===== config.mk =====
export PLATFORM = sky130hd
export DESIGN_NAME = multireceive
export DESIGN_NICKNAME = d
export VERILOG_FILES = /design/src/rtl/multireceive_pkg.sv /design/src/rtl/multireceive_symbol_rx.sv /design/src/rtl/multireceive.sv
export SDC_FILE = /design/constraint.sdc
export NUM_CORES = 1
export LEC_CHECK = 0
export ABC_CLOCK_PERIOD_IN_PS = 3300
export CAP_MARGIN = 15
export CORE_UTILIZATION = 61
export CTS_BUF_LIST = sky130_fd_sc_hd__clkbuf_8
export DETAILED_ROUTE_END_ITERATION = 7
export HOLD_SLACK_MARGIN = 0.1
export PLACE_DENSITY = 0.86
export SLEW_MARGIN = 20
export SYNTH_ARGS = -nofsm -noshare
export SYNTH_HDL_FRONTEND = slang
export SYNTH_SLANG_ARGS = --single-unit

===== constraint.sdc =====
create_clock -name hwclk -period 3.3 [get_ports hwclk]
set_input_delay 0.495 -clock hwclk [delete_from_list [all_inputs] [get_ports hwclk]]
set_output_delay 0.495 -clock hwclk [all_outputs]
set_load 0.02 [all_outputs]

===== src/rtl/multireceive_pkg.sv =====
// rtl/multireceive_pkg.sv - shared constants, FSM state type and decimal accumulate helper
package multireceive_pkg;

    localparam int SYM_W        = 3;
    localparam int DIGITS_DEF   = 6;
    localparam int CLK_HZ       = 12000000;
    localparam int HOLD_MIN_DEF = CLK_HZ / 20;
    localparam int TIMEOUT_DEF  = 2 * CLK_HZ;
`ifdef MULTIRECEIVE_ECHO_EN
    localparam int ACK_LEN_DEF  = CLK_HZ / 10;
`endif

    typedef enum logic [1:0] {
        IDLE     = 2'd0,
        WAIT_SYM = 2'd1,
        DONE     = 2'd2,
        ERROR    = 2'd3
    } state_t;

    // acc*10 + d using shifts; the six-digit octal-symbol maximum (777777) never overflows 32 bits
    function automatic logic [31:0] mul10_add(input logic [31:0] a, input logic [SYM_W-1:0] d);
        return (a << 3) + (a << 1) + 32'(d);
    endfunction

endpackage


===== src/rtl/multireceive_symbol_rx.sv =====
// rtl/multireceive_symbol_rx.sv - synchronised strobe qualifier emitting one sym_valid per held strobe
module multireceive_symbol_rx
    import multireceive_pkg::*;
#(
    parameter int HOLD_MIN = HOLD_MIN_DEF
) (
    input  logic             clk,
    input  logic             reset,
    input  logic [SYM_W-1:0] bits,
    input  logic             ctrl,
    output logic [SYM_W-1:0] sym,
    output logic             sym_valid
);

    localparam int HW = $clog2(HOLD_MIN + 1);

    logic [SYM_W:0] meta;
    logic [SYM_W:0] sync;
    logic [HW-1:0]  hold;

    wire             ctrl_s = sync[SYM_W];
    wire [SYM_W-1:0] bits_s = sync[SYM_W-1:0];

    always_ff @(posedge clk) begin
        if (reset) begin
            meta      <= '0;
            sync      <= '0;
            hold      <= '0;
            sym       <= '0;
            sym_valid <= 1'b0;
        end else begin
            meta      <= {ctrl, bits};
            sync      <= meta;
            sym_valid <= 1'b0;
            if (!ctrl_s) begin
                hold <= '0;
            end else if (hold < HW'(HOLD_MIN)) begin
                // saturating at HOLD_MIN blocks a second pulse until ctrl drops
                hold <= hold + 1'b1;
                if (hold == HW'(HOLD_MIN - 1)) begin
                    sym_valid <= 1'b1;
                    sym       <= bits_s;
                end
            end
        end
    end

endmodule


===== src/rtl/multireceive.sv =====
// rtl/multireceive.sv - six-symbol decimal frame receiver; MULTIRECEIVE_ECHO_EN adds the ack output
module multireceive
    import multireceive_pkg::*;
#(
    parameter int HOLD_MIN = HOLD_MIN_DEF,
    parameter int TIMEOUT  = TIMEOUT_DEF,
    parameter int DIGITS   = DIGITS_DEF
`ifdef MULTIRECEIVE_ECHO_EN
    , parameter int ACK_LEN = ACK_LEN_DEF
`endif
) (
    input  logic        hwclk,
    input  logic        reset,
    input  logic        enabled,
    input  logic        in0,
    input  logic        in1,
    input  logic        in2,
    input  logic        ctrl_in,
    output logic [31:0] num,
    output logic        done,
    output logic        err,
    output logic        busy
`ifdef MULTIRECEIVE_ECHO_EN
    , output logic      ack
`endif
);

    localparam int CW = $clog2(DIGITS + 1);
    localparam int TW = $clog2(TIMEOUT + 1);

    logic [SYM_W-1:0] sym;
    logic             sym_valid;
    state_t           state;
    logic [31:0]      acc;
    logic [CW-1:0]    cnt;
    logic [TW-1:0]    tmo;

    wire [31:0]   acc_next = mul10_add(acc, sym);
    wire [CW-1:0] cnt_next = cnt + 1'b1;
    wire          accept   = (state == WAIT_SYM) && sym_valid;

    multireceive_symbol_rx #(.HOLD_MIN(HOLD_MIN)) u_symbol_rx (
        .clk       (hwclk),
        .reset     (reset),
        .bits      ({in2, in1, in0}),
        .ctrl      (ctrl_in),
        .sym       (sym),
        .sym_valid (sym_valid)
    );

    always_ff @(posedge hwclk) begin
        if (reset || !enabled) begin
            state <= IDLE;
            acc   <= '0;
            cnt   <= '0;
            tmo   <= '0;
            num   <= '0;
            done  <= 1'b0;
            err   <= 1'b0;
            busy  <= 1'b0;
        end else begin
            case (state)
                IDLE: state <= WAIT_SYM;
                WAIT_SYM: begin
                    // an accepted symbol takes priority over a timeout in the same cycle
                    if (sym_valid) begin
                        acc <= acc_next;
                        cnt <= cnt_next;
                        tmo <= '0;
                        if (cnt_next == CW'(DIGITS)) begin
                            state <= DONE;
                            num   <= acc_next;
                            done  <= 1'b1;
                            busy  <= 1'b0;
                        end else begin
                            busy <= 1'b1;
                        end
                    end else if (cnt != '0) begin
                        if (tmo == TW'(TIMEOUT - 1)) begin
                            state <= ERROR;
                            err   <= 1'b1;
                            busy  <= 1'b0;
                            acc   <= '0;
                            cnt   <= '0;
                            tmo   <= '0;
                        end else begin
                            tmo <= tmo + 1'b1;
                        end
                    end
                end
                DONE:    state <= DONE;
                ERROR:   state <= ERROR;
                default: state <= IDLE;
            endcase
        end
    end

`ifdef MULTIRECEIVE_ECHO_EN
    localparam int AW = $clog2(ACK_LEN + 1);
    logic [AW-1:0] ack_cnt;

    // each accepted symbol (re)starts an ACK_LEN-cycle pulse
    always_ff @(posedge hwclk) begin
        if (reset || !enabled) begin
            ack_cnt <= '0;
            ack     <= 1'b0;
        end else if (accept) begin
            ack_cnt <= AW'(ACK_LEN - 1);
            ack     <= 1'b1;
        end else if (ack_cnt != '0) begin
            ack_cnt <= ack_cnt - 1'b1;
            ack     <= 1'b1;
        end else begin
            ack <= 1'b0;
        end
    end
`else
    wire unused_accept = accept;
`endif

endmodule


==> results of run 1 <==
[Yosys cell counts (2+ instances only)]
library cell | n | area [um2]
xnor2_1 | 25 | 219.0
xor2_1 | 33 | 289.0
nor2b_1 | 13 | 81.33
dfxtp_1 | 128 | 2562
a311oi_1 | 2 | 17.52
a21oi_1 | 44 | 220.2
nand3_1 | 16 | 80.08
nand2b_1 | 8 | 50.05
nor4_1 | 4 | 25.02
a211o_1 | 2 | 17.52
nand2_1 | 59 | 221.5
a31oi_1 | 8 | 50.05
a22o_1 | 56 | 490.5
or2_2 | 3 | 18.77
inv_1 | 10 | 37.54
clkbuf_1 | 18 | 67.56
or3_1 | 2 | 12.51
nor2_1 | 90 | 337.8
nand4_1 | 17 | 106.4
o21bai_1 | 6 | 45.04
nor3_1 | 6 | 30.03
o211ai_1 | 2 | 15.01
mux2i_1 | 8 | 80.08
buf_6 | 6 | 67.56
a211oi_1 | 2 | 15.01
o21ai_1 | 2 | 10.01
or4_1 | 4 | 30.03
nand3b_1 | 2 | 15.01
o31ai_1 | 4 | 30.03
o21ai_0 | 34 | 170.2
ha_1 | 35 | 437.9
and3_1 | 15 | 93.84
o311ai_0 | 2 | 17.52
a21o_1 | 11 | 82.58
[through the flow]
stage	cells	setup slack, ps	total power (uW)	instance area [um2]	util (%)
after global routing	889	31.52	3040	7234	73.01
after CTS	889	298.5	2969	7234	73.01
final	889	267.5	2950	7234	73.01
after detailed placement	860	352.7	1631	6840	69.03
after floorplan	705	700.5	1617	6339	-
after global placement	860	452.8	1629	6840	69.03
[sequential cells by signal, indices dropped and copies added, names as in the netlist]
name,count
num,32
acc,31
tmo,25
u_symbol_rx.hold,20
u_symbol_rx.meta,4
u_symbol_rx.sync,4
cnt,3
u_symbol_rx.sym,3
state,2
busy,1
done,1
err,1
u_symbol_rx.sym_valid,1
[power by group through the flow]
stage	combinational, uW	clock (uW)	sequential [uW]
global route	47.6	1440	1550
finish	44.2	1350	1550
global placement	42.4	0	1590
floorplan	30.6	0	1590
detailed placement	43.9	0	1590
CTS	44.0	1370	1550
[worst max-delay path by stage]
| stage | startpoint | depth (start not counted) | slack (ps) | endpoint |
|---|---|---|---|---|
| 3_5_place_dp | acc[0] | 10 | 350 | num[23] |
| 4_1_cts | acc[0] | 10 | 300 | num[23] |
| 2_1_floorplan | acc[0] | 10 | 700 | num[31] |
| 6_report | acc[0] | 10 | 270 | num[23] |
| 3_3_place_gp | acc[0] | 10 | 450 | num[31] |
| 5_1_grt | acc[0] | 10 | 30 | acc[29] |
[kinds of logic after synthesis]
kind of cell               Yosys count
AOI/OAI and AO/OA                  187
xor gates and xnor gates            58
adders and majority gates           36
buffers and inverters               35
DFF                                128
muxes                                8
and+or+nand+nor                    253
[layer usage]
layer  wire [um]  vias up
met5           0        -
met4         258        0
met2        6819      143
li1            -     2631
met3         688       35
met1        6240     2571
[layout make-up]
type	count	area (um2)
flip-flops and latches	128	2562
clock buffers	20	275.3
clock inverters	9	118.9
inverters	10	37.54
multi-input cells	542	3606
fillers	763	2675
well taps	133	166.4
repair buffers	47	467.9
==> run metrics, run 1 <==
Post-synth EDFFs 0; clk_skew ~8.4 ps; Main synth FF type dfxtp_1; final hold slack between 400 and 500 ps; cts bufs inserted 17; crit path DAT around 3400 ps; Final ANT Viol Nets 0; Worst-path clk slew ~70 ps; clk root buf clkbuf_8; routed vias/inst between 6 and 7; Cell Int Power ~2300 uW; initial cell density of the core a little under two thirds; setup bufs post-CTS 0; CP Cell Sequence ha_1 -> fa_1 -> a211oi_1 -> o211ai_2 -> a2111oi_2 -> nor4_2 -> nor2_1 -> o21ai_0 -> xnor2_1 -> a22o_1; Die Ht 103.9 um; Leak Pwr 0.002860 uW; FP Rows 36; worst min path class register to register; hold violation count in the final report 0; Max Fclk 0.3298 GHz; Area growth, synth to finish 14.13%; share of layout cells above drive strength 1 6.481%; Die Area between 10000 and 15000 um2; Sw Ratio 20.42%; critical path type register to register; Yosys cell types 62; # diodes 0; final-report max-slew violation count 0; Async SR Flop Fraction 0%; adder-cell share of the synthesized area about 7.2%; via count 5380; delay-heaviest family, CP compound AO/OA/AOI/OAI gates; post-synthesis xor/xnor area fraction ~8.0%; GRT met1 Usage roughly a third; Pwr Density between 400 and 500 nW/um2; H-tree Lvls 4; DP HPWL 9.813 mm; GR peak layer met2; max cap viols 0; # port buffers 41; element type at the critical path start register; met3 GRT Util between 6 and 7%; gr ovfl total 0; reg2reg end num[23]; Switching Power 602.5 uW; Routed WL per cell between 15 and 20 um; Final Wtd Congestion between 0.9 and 1; gr usage total between 20 and 30%; outcome complete, no violations; setup TNS 0 ps; commonest non-fill, non-tap cell in the layout dfxtp_1; hold_sp u_symbol_rx.meta[1]; post-synthesis sequential area ratio between 40% and 50%; TritonRoute pass-1 iters 5; Max stage delay cell, worst path a2111oi_2; largest net degree at the start of global routing 34; vias in the first global route 5302; Sequential Power Share a little over half; Synth Area in Simple Gates about a fifth; Post-Syn Area about 6300 um2; R2R depth 10; first-pass GRT wire length approximately 24 mm; max_slew headroom about a third; largest family of logic cells by synthesized area compound AO/OA/AOI/OAI gates; Compound-Gate Fraction of Synth Area between 20% and 30%; WL final between 10 and 15 mm; CP Capture Type register; Least-Margin Pin Slew 986.2 ps; worst vdd ir 0.3606 mV; ratio of final minimum period to clock period roughly nine tenths; initial antenna violation count 0; Hold Path Sink u_symbol_rx.sync[1]; Mapped Nets about 750; RSZ-0062 raised after global routing false; mux contribution to synthesized area between 1 and 1.5%; reg2reg start acc[0]; #FFs+latches synth ~130; nets approximately 790; Buf/Inv on CP 0; hold path depth 1; final setup violating endpoints 0; syn avg cell area ~9 um2; Max Buffers Root-to-Sink 2; Worst path max stage delay 480 ps; required time of the critical path between 3000 and 4000 ps; total clock sinks ~130; Synthesis Warnings 0; Tmin final roughly 3000 ps; core area between 9000 and 10000 um2; Die W just over 100 um; Clock Power Share between 40 and 50%; worst-path fanout max 4; TritonCTS clock tree done; hold_buf cts 0; I/O pin count between 40 and 50; drt drc 0; Worst-Skew Late Latency between 400 and 500 ps; most frequent cells in the layout dfxtp_1 (128), nor2_1 (87), nand2_1 (59), a22o_1 (56), a21oi_1 (44); Syn Inst Count between 700 and 800; Comb power frac roughly 1.5%; R2R setup slack between 200 and 300 ps; DR iter-0 viols between 200 and 250; post-CTS sizing 0; M2 GR Usage between 40% and 50%
Note: power is estimated with default switching activity, not from simulation.
==> run 2, diff against run 1 <==
Settings changed: CAP_MARGIN 15 to 40.
==> run metrics, run 2 (synthesis results as in run 1) <==
Least-Margin Pin Slew 812.0 ps (was 986.2 ps); Sequential Power Share 53.2% (was 52.6%); worst min path class register to register (unchanged); Power Total 2915 uW (was 2950 uW); Leak Pwr 0.002885 uW (was 0.002860 uW); element type at the critical path start register (unchanged); Reg with most FFs num (unchanged); setup bufs post-CTS 0 (unchanged); largest net degree at the start of global routing 31 (was 34); FP Rows 36 (unchanged); critical path type register to register (unchanged); final-report max-slew violation count 0 (unchanged); post-layout util 73.16% (was 73.01%); Pwr Density 402.1 nW/um2 (was 407.8 nW/um2); ratio of final minimum period to clock period 91.38% (was 91.90%); Clock Power Share 45.1% (was 45.9%); worst-path fanout max 4 (unchanged); worst vdd ir 0.3089 mV (was 0.3606 mV); dpl ws 342.5 ps (was 352.7 ps); Sw Ratio 20.88% (was 20.42%); Placed Cells 861 (was 860); most frequent cells in the layout dfxtp_1 (128), nor2_1 (87), nand2_1 (59), a22o_1 (56), a21oi_1 (44) (unchanged); drt drc 0 (unchanged); Worst-Skew Late Latency 450 ps (was 440 ps); gr usage total 26.93% (was 27.36%); TritonCTS clock tree done (unchanged); max_slew headroom 45.37% (was 34.10%); Final ANT Viol Nets 0 (unchanged); DR iter-0 viols 311 (was 221); max cap viols 0 (unchanged); # port buffers 41 (unchanged); Area growth, synth to finish 14.37% (was 14.13%); Tmin final 3016 ps (was 3033 ps); cts bufs inserted 17 (unchanged); first-pass GRT wire length 23.83 mm (was 24.32 mm); Final WS setup 284.3 ps (was 267.5 ps); Switching Power 608.7 uW (was 602.5 uW); share of layout cells above drive strength 1 6.324% (was 6.481%); clk root buf clkbuf_8 (unchanged); Die Ht 103.9 um (unchanged); final setup violating endpoints 0 (unchanged); Cell Int Power 2307 uW (was 2348 uW); Worst-path clk slew 70 ps (about the same); Die Area 10800 um2 (unchanged); DP HPWL 9.897 mm (was 9.813 mm); required time of the critical path 3640 ps (was 3630 ps); Worst path max stage delay 450 ps (was 480 ps); via count 5319 (was 5380); outcome complete, no violations (unchanged); clk_skew 9.117 ps (was 8.392 ps); routed vias/inst 5.963 (was 6.052); Die W 103.9 um (unchanged); hold violation count in the final report 0 (unchanged); CP Cell Sequence ha_1 -> fa_1 -> a211oi_1 -> o211ai_2 -> a2111oi_2 -> nor4_2 -> nor2_1 -> o21ai_0 -> xnor2_1 -> a22o_1 (unchanged); Max stage delay cell, worst path a2111oi_2 (unchanged); setup TNS 0 ps (unchanged); RSZ-0062 raised after global routing false (unchanged); initial cell density of the core 63.96% (unchanged); # diodes 0 (unchanged); H-tree Lvls 4 (unchanged); crit path DAT 3350 ps (was 3360 ps); initial antenna violation count 0 (unchanged); max reg flops 32 (unchanged); I/O pin count 42 (unchanged); nets 790 (was 789); Final Wtd Congestion 0.9609 (unchanged); commonest non-fill, non-tap cell in the layout dfxtp_1 (unchanged); Comb power frac 1.6% (was 1.5%); total clock sinks 128 (unchanged); WL final 13.68 mm (was 14.01 mm); Max Buffers Root-to-Sink 2 (unchanged); Routed WL per cell 15.34 um (was 15.76 um); CP Capture Type register (unchanged); Post-Layout Cell Count 892 (was 889); core area 9910 um2 (unchanged); Top Registers num (32), acc (31), tmo (25) (unchanged); vias in the first global route 5294 (was 5302); Max Fclk 0.3316 GHz (was 0.3298 GHz); TritonRoute pass-1 iters 5 (unchanged); gr ovfl total 0 (unchanged)
==> run 2: per-stage QoR <==
stage	area [um2]	hold WS, ps
after floorplan	6339	413.8
after global placement	6840	418.9
after detailed placement	6868	425.6
after CTS	7249	438.4
after global routing	7249	452.2
final	7249	436.7
==> run 2: critical path, delay by kind of cell (launching register included) <==
kind	cells	cell delay (ps)
AO/OA/AOI/OAI	5	1340
adder cells (fa/ha/maj)	2	670
AND/OR/NAND/NOR	2	380
flip-flops	1	330
XOR/XNOR	1	180
==> run 2: worst paths after layout <==
kind         cells past startpoint  slack, ps             endpoint                start
max reg2reg                     10        280              num[23]               acc[0]
min reg2reg                      1        440  u_symbol_rx.sync[1]  u_symbol_rx.meta[1]
min                              1        440  u_symbol_rx.sync[1]  u_symbol_rx.meta[1]
max                             10        280              num[23]               acc[0]
==> run 2: power by group through the flow <==
| stage | clock network [uW] | registers, uW | logic [uW] |
|---|---|---|---|
| final | 1320 | 1550 | 47.5 |
| after global routing | 1400 | 1550 | 51.9 |
| after CTS | 1330 | 1550 | 47.9 |
| after detailed placement | 0 | 1590 | 47.9 |
| after global placement | 0 | 1590 | 42.4 |
| after floorplan | 0 | 1590 | 30.6 |
==> run 2: layout make-up <==
type,instances,area (um2)
clock inverter,13,133.9
inverter,10,37.54
fill,740,2660
multi-input combinational,542,3606
sequential,128,2562
clock buffer,18,247.7
tap,133,166.4
timing repair buffer,48,495.5
==> run 2: what timing repair did <==
item                       in CTS  in global routing
hold buffers                    0                  0
hold endpoints to repair        0                  0
resized for setup               0                  1
setup endpoints to repair       0                  1
==> run 2: layer usage <==
layer,GRT usage [%],vias to the layer above,part of all wire [%]
met5,0,-,0
met4,10.92,0,1.9
met3,6.642,32,5.4
met2,45.05,139,49
met1,33.19,2511,44
li1,-,2637,-
==> run 3, diff against run 2 <==
Settings changed: MAX_ROUTING_LAYER from default to met4, SKIP_LAST_GASP from default to 1.
==> run metrics, run 3 (synthesis results as in run 1) <==
drt drc 0 (unchanged); R2R depth 10 (unchanged); final-report max-slew violation count 0 (unchanged); reg2reg end acc[25] (was num[23]); first-pass GRT wire length 23.34 mm (was 23.83 mm); CP Capture Type register (unchanged); TritonRoute pass-1 iters 6 (was 5); reg2reg start acc[0] (unchanged); setup bufs post-CTS 0 (unchanged); routed vias/inst 6.038 (was 5.963); max cap viols 0 (unchanged); WL final 14.06 mm (was 13.68 mm); dpl ws 366.3 ps (was 342.5 ps); Least-Margin Pin Slew 734.5 ps (was 812.0 ps); Die Area 10800 um2 (unchanged); Leak Pwr 0.002863 uW (was 0.002885 uW); Area growth, synth to finish 14.71% (was 14.37%); Routed WL per cell 15.74 um (was 15.34 um); cts bufs inserted 17 (unchanged); Max Fclk 0.3320 GHz (was 0.3316 GHz); outcome complete, no violations (unchanged); post-layout util 73.37% (was 73.16%); FP Rows 36 (unchanged); Reg with most FFs num (unchanged); Worst-Skew Late Latency 450 ps (about the same); Hold Path Sink u_symbol_rx.sync[0] (was u_symbol_rx.sync[1]); clk root buf clkbuf_8 (unchanged); post-CTS sizing 0 (unchanged); H-tree Lvls 4 (unchanged); vias in the first global route 5080 (was 5294); Top Registers num (32), acc (31), tmo (25) (unchanged); critical path type register to register (unchanged); RSZ-0062 raised after global routing false (unchanged); nets 791 (was 790); Worst-path clk slew 70 ps (about the same); # diodes 0 (unchanged); Final WS setup 288.1 ps (was 284.3 ps); Die W 103.9 um (unchanged); ratio of final minimum period to clock period 91.27% (was 91.38%); R2R setup slack 290 ps (was 280 ps); Area after DPL 6843 um2 (was 6868 um2); largest net degree at the start of global routing 31 (unchanged); DR iter-0 viols 248 (was 311); commonest non-fill, non-tap cell in the layout dfxtp_1 (unchanged); initial cell density of the core 63.96% (unchanged); total clock sinks 128 (unchanged); setup TNS 0 ps (unchanged); most frequent cells in the layout dfxtp_1 (128), nor2_1 (87), nand2_1 (59), a22o_1 (56), a21oi_1 (44) (unchanged); core area 9910 um2 (unchanged); hold_sp u_symbol_rx.meta[0] (was u_symbol_rx.meta[1]); I/O pin count 42 (unchanged); Final Wtd Congestion 0.9605 (was 0.9609); # port buffers 41 (unchanged); Tmin final 3012 ps (was 3016 ps); max_slew headroom 51.03% (was 45.37%); share of layout cells above drive strength 1 7.368% (was 6.324%); initial antenna violation count 0 (unchanged); worst vdd ir 0.3783 mV (was 0.3089 mV); FILL cells 726 (was 740); hold path depth 1 (unchanged); TritonCTS clock tree done (unchanged); hold_buf cts 0 (unchanged); worst-path fanout max 4 (unchanged); DP HPWL 9.718 mm (was 9.897 mm); final setup violating endpoints 0 (unchanged); via count 5392 (was 5319); gr usage total 27.39% (was 26.93%); required time of the critical path 3630 ps (was 3640 ps); Max Buffers Root-to-Sink 2 (unchanged); clk_skew 10.41 ps (was 9.117 ps); Pwr Density 414.5 nW/um2 (was 402.1 nW/um2); Die Ht 103.9 um (unchanged); element type at the critical path start register (unchanged); worst min path class register to register (unchanged); hold violation count in the final report 0 (unchanged); Final ANT Viol Nets 0 (unchanged); gr ovfl total 0 (unchanged); crit path DAT 3340 ps (was 3350 ps); Post-Layout Inst Area 7271 um2 (was 7249 um2); max reg flops 32 (unchanged)
run 3: layout make-up:
type,instances,area (um2),area share [%]
Tap cell,133,166.4,2.289
Timing Repair Buffer,49,475.5,6.539
Multi-Input combinational cell,542,3606,49.60
Clock inverter,12,161.4,2.220
Sequential cell,128,2562,35.24
Inverter,10,37.54,0.5163
Clock buffer,19,261.5,3.597
run 3: worst max-delay path by stage:
| stage | startpoint | endpoint | slack (ps) | depth (start not counted) |
|---|---|---|---|---|
| 2_1_floorplan | acc[0] | num[31] | 700 | 10 |
| 3_3_place_gp | u_symbol_rx.sym[1] | num[31] | 460 | 10 |
| 3_5_place_dp | acc[0] | num[23] | 370 | 10 |
| 4_1_cts | acc[0] | acc[25] | 330 | 10 |
| 5_1_grt | acc[0] | acc[25] | 130 | 10 |
| 6_report | acc[0] | acc[25] | 290 | 10 |
run 3: power breakdown:
| group | leakage (uW) | switching (uW) | internal (uW) | total [uW] |
|---|---|---|---|---|
| clock network | 0.000204 | 630 | 786 | 1420 |
| registers | 0.00103 | 2.11 | 1550 | 1550 |
| logic | 0.00163 | 30.6 | 15.8 | 46.4 |
run 3: through the flow:
step           hold slack [ps]  total power [uW]  instances
2_1_floorplan            413.8              1617        705
3_3_place_gp             417.2              1629        860
3_5_place_dp             423.4              1633        861
4_1_cts                  447.7              3028        892
5_1_grt                  461.6              3106        893
6_report                 443.9              3014        893
run 3: worst max-delay path, cell delays in order (launching register included):
cell and delay (ps):
dfxtp_1 330, ha_1 230, fa_1 440, a211oi_1 330
o211ai_2 170, a2111oi_2 460, nor4_2 140, nor2_1 240
o21ai_0 170, xnor2_1 170, a22o_1 210
run 3: routing by layer:
metal	vias up	wire length [um]	track usage [%]
met5	-	0	-
met4	0	225	12.76
met1	2591	6327	33.77
li1	2634	-	-
met3	24	643	4.950
met2	143	6859	43.62
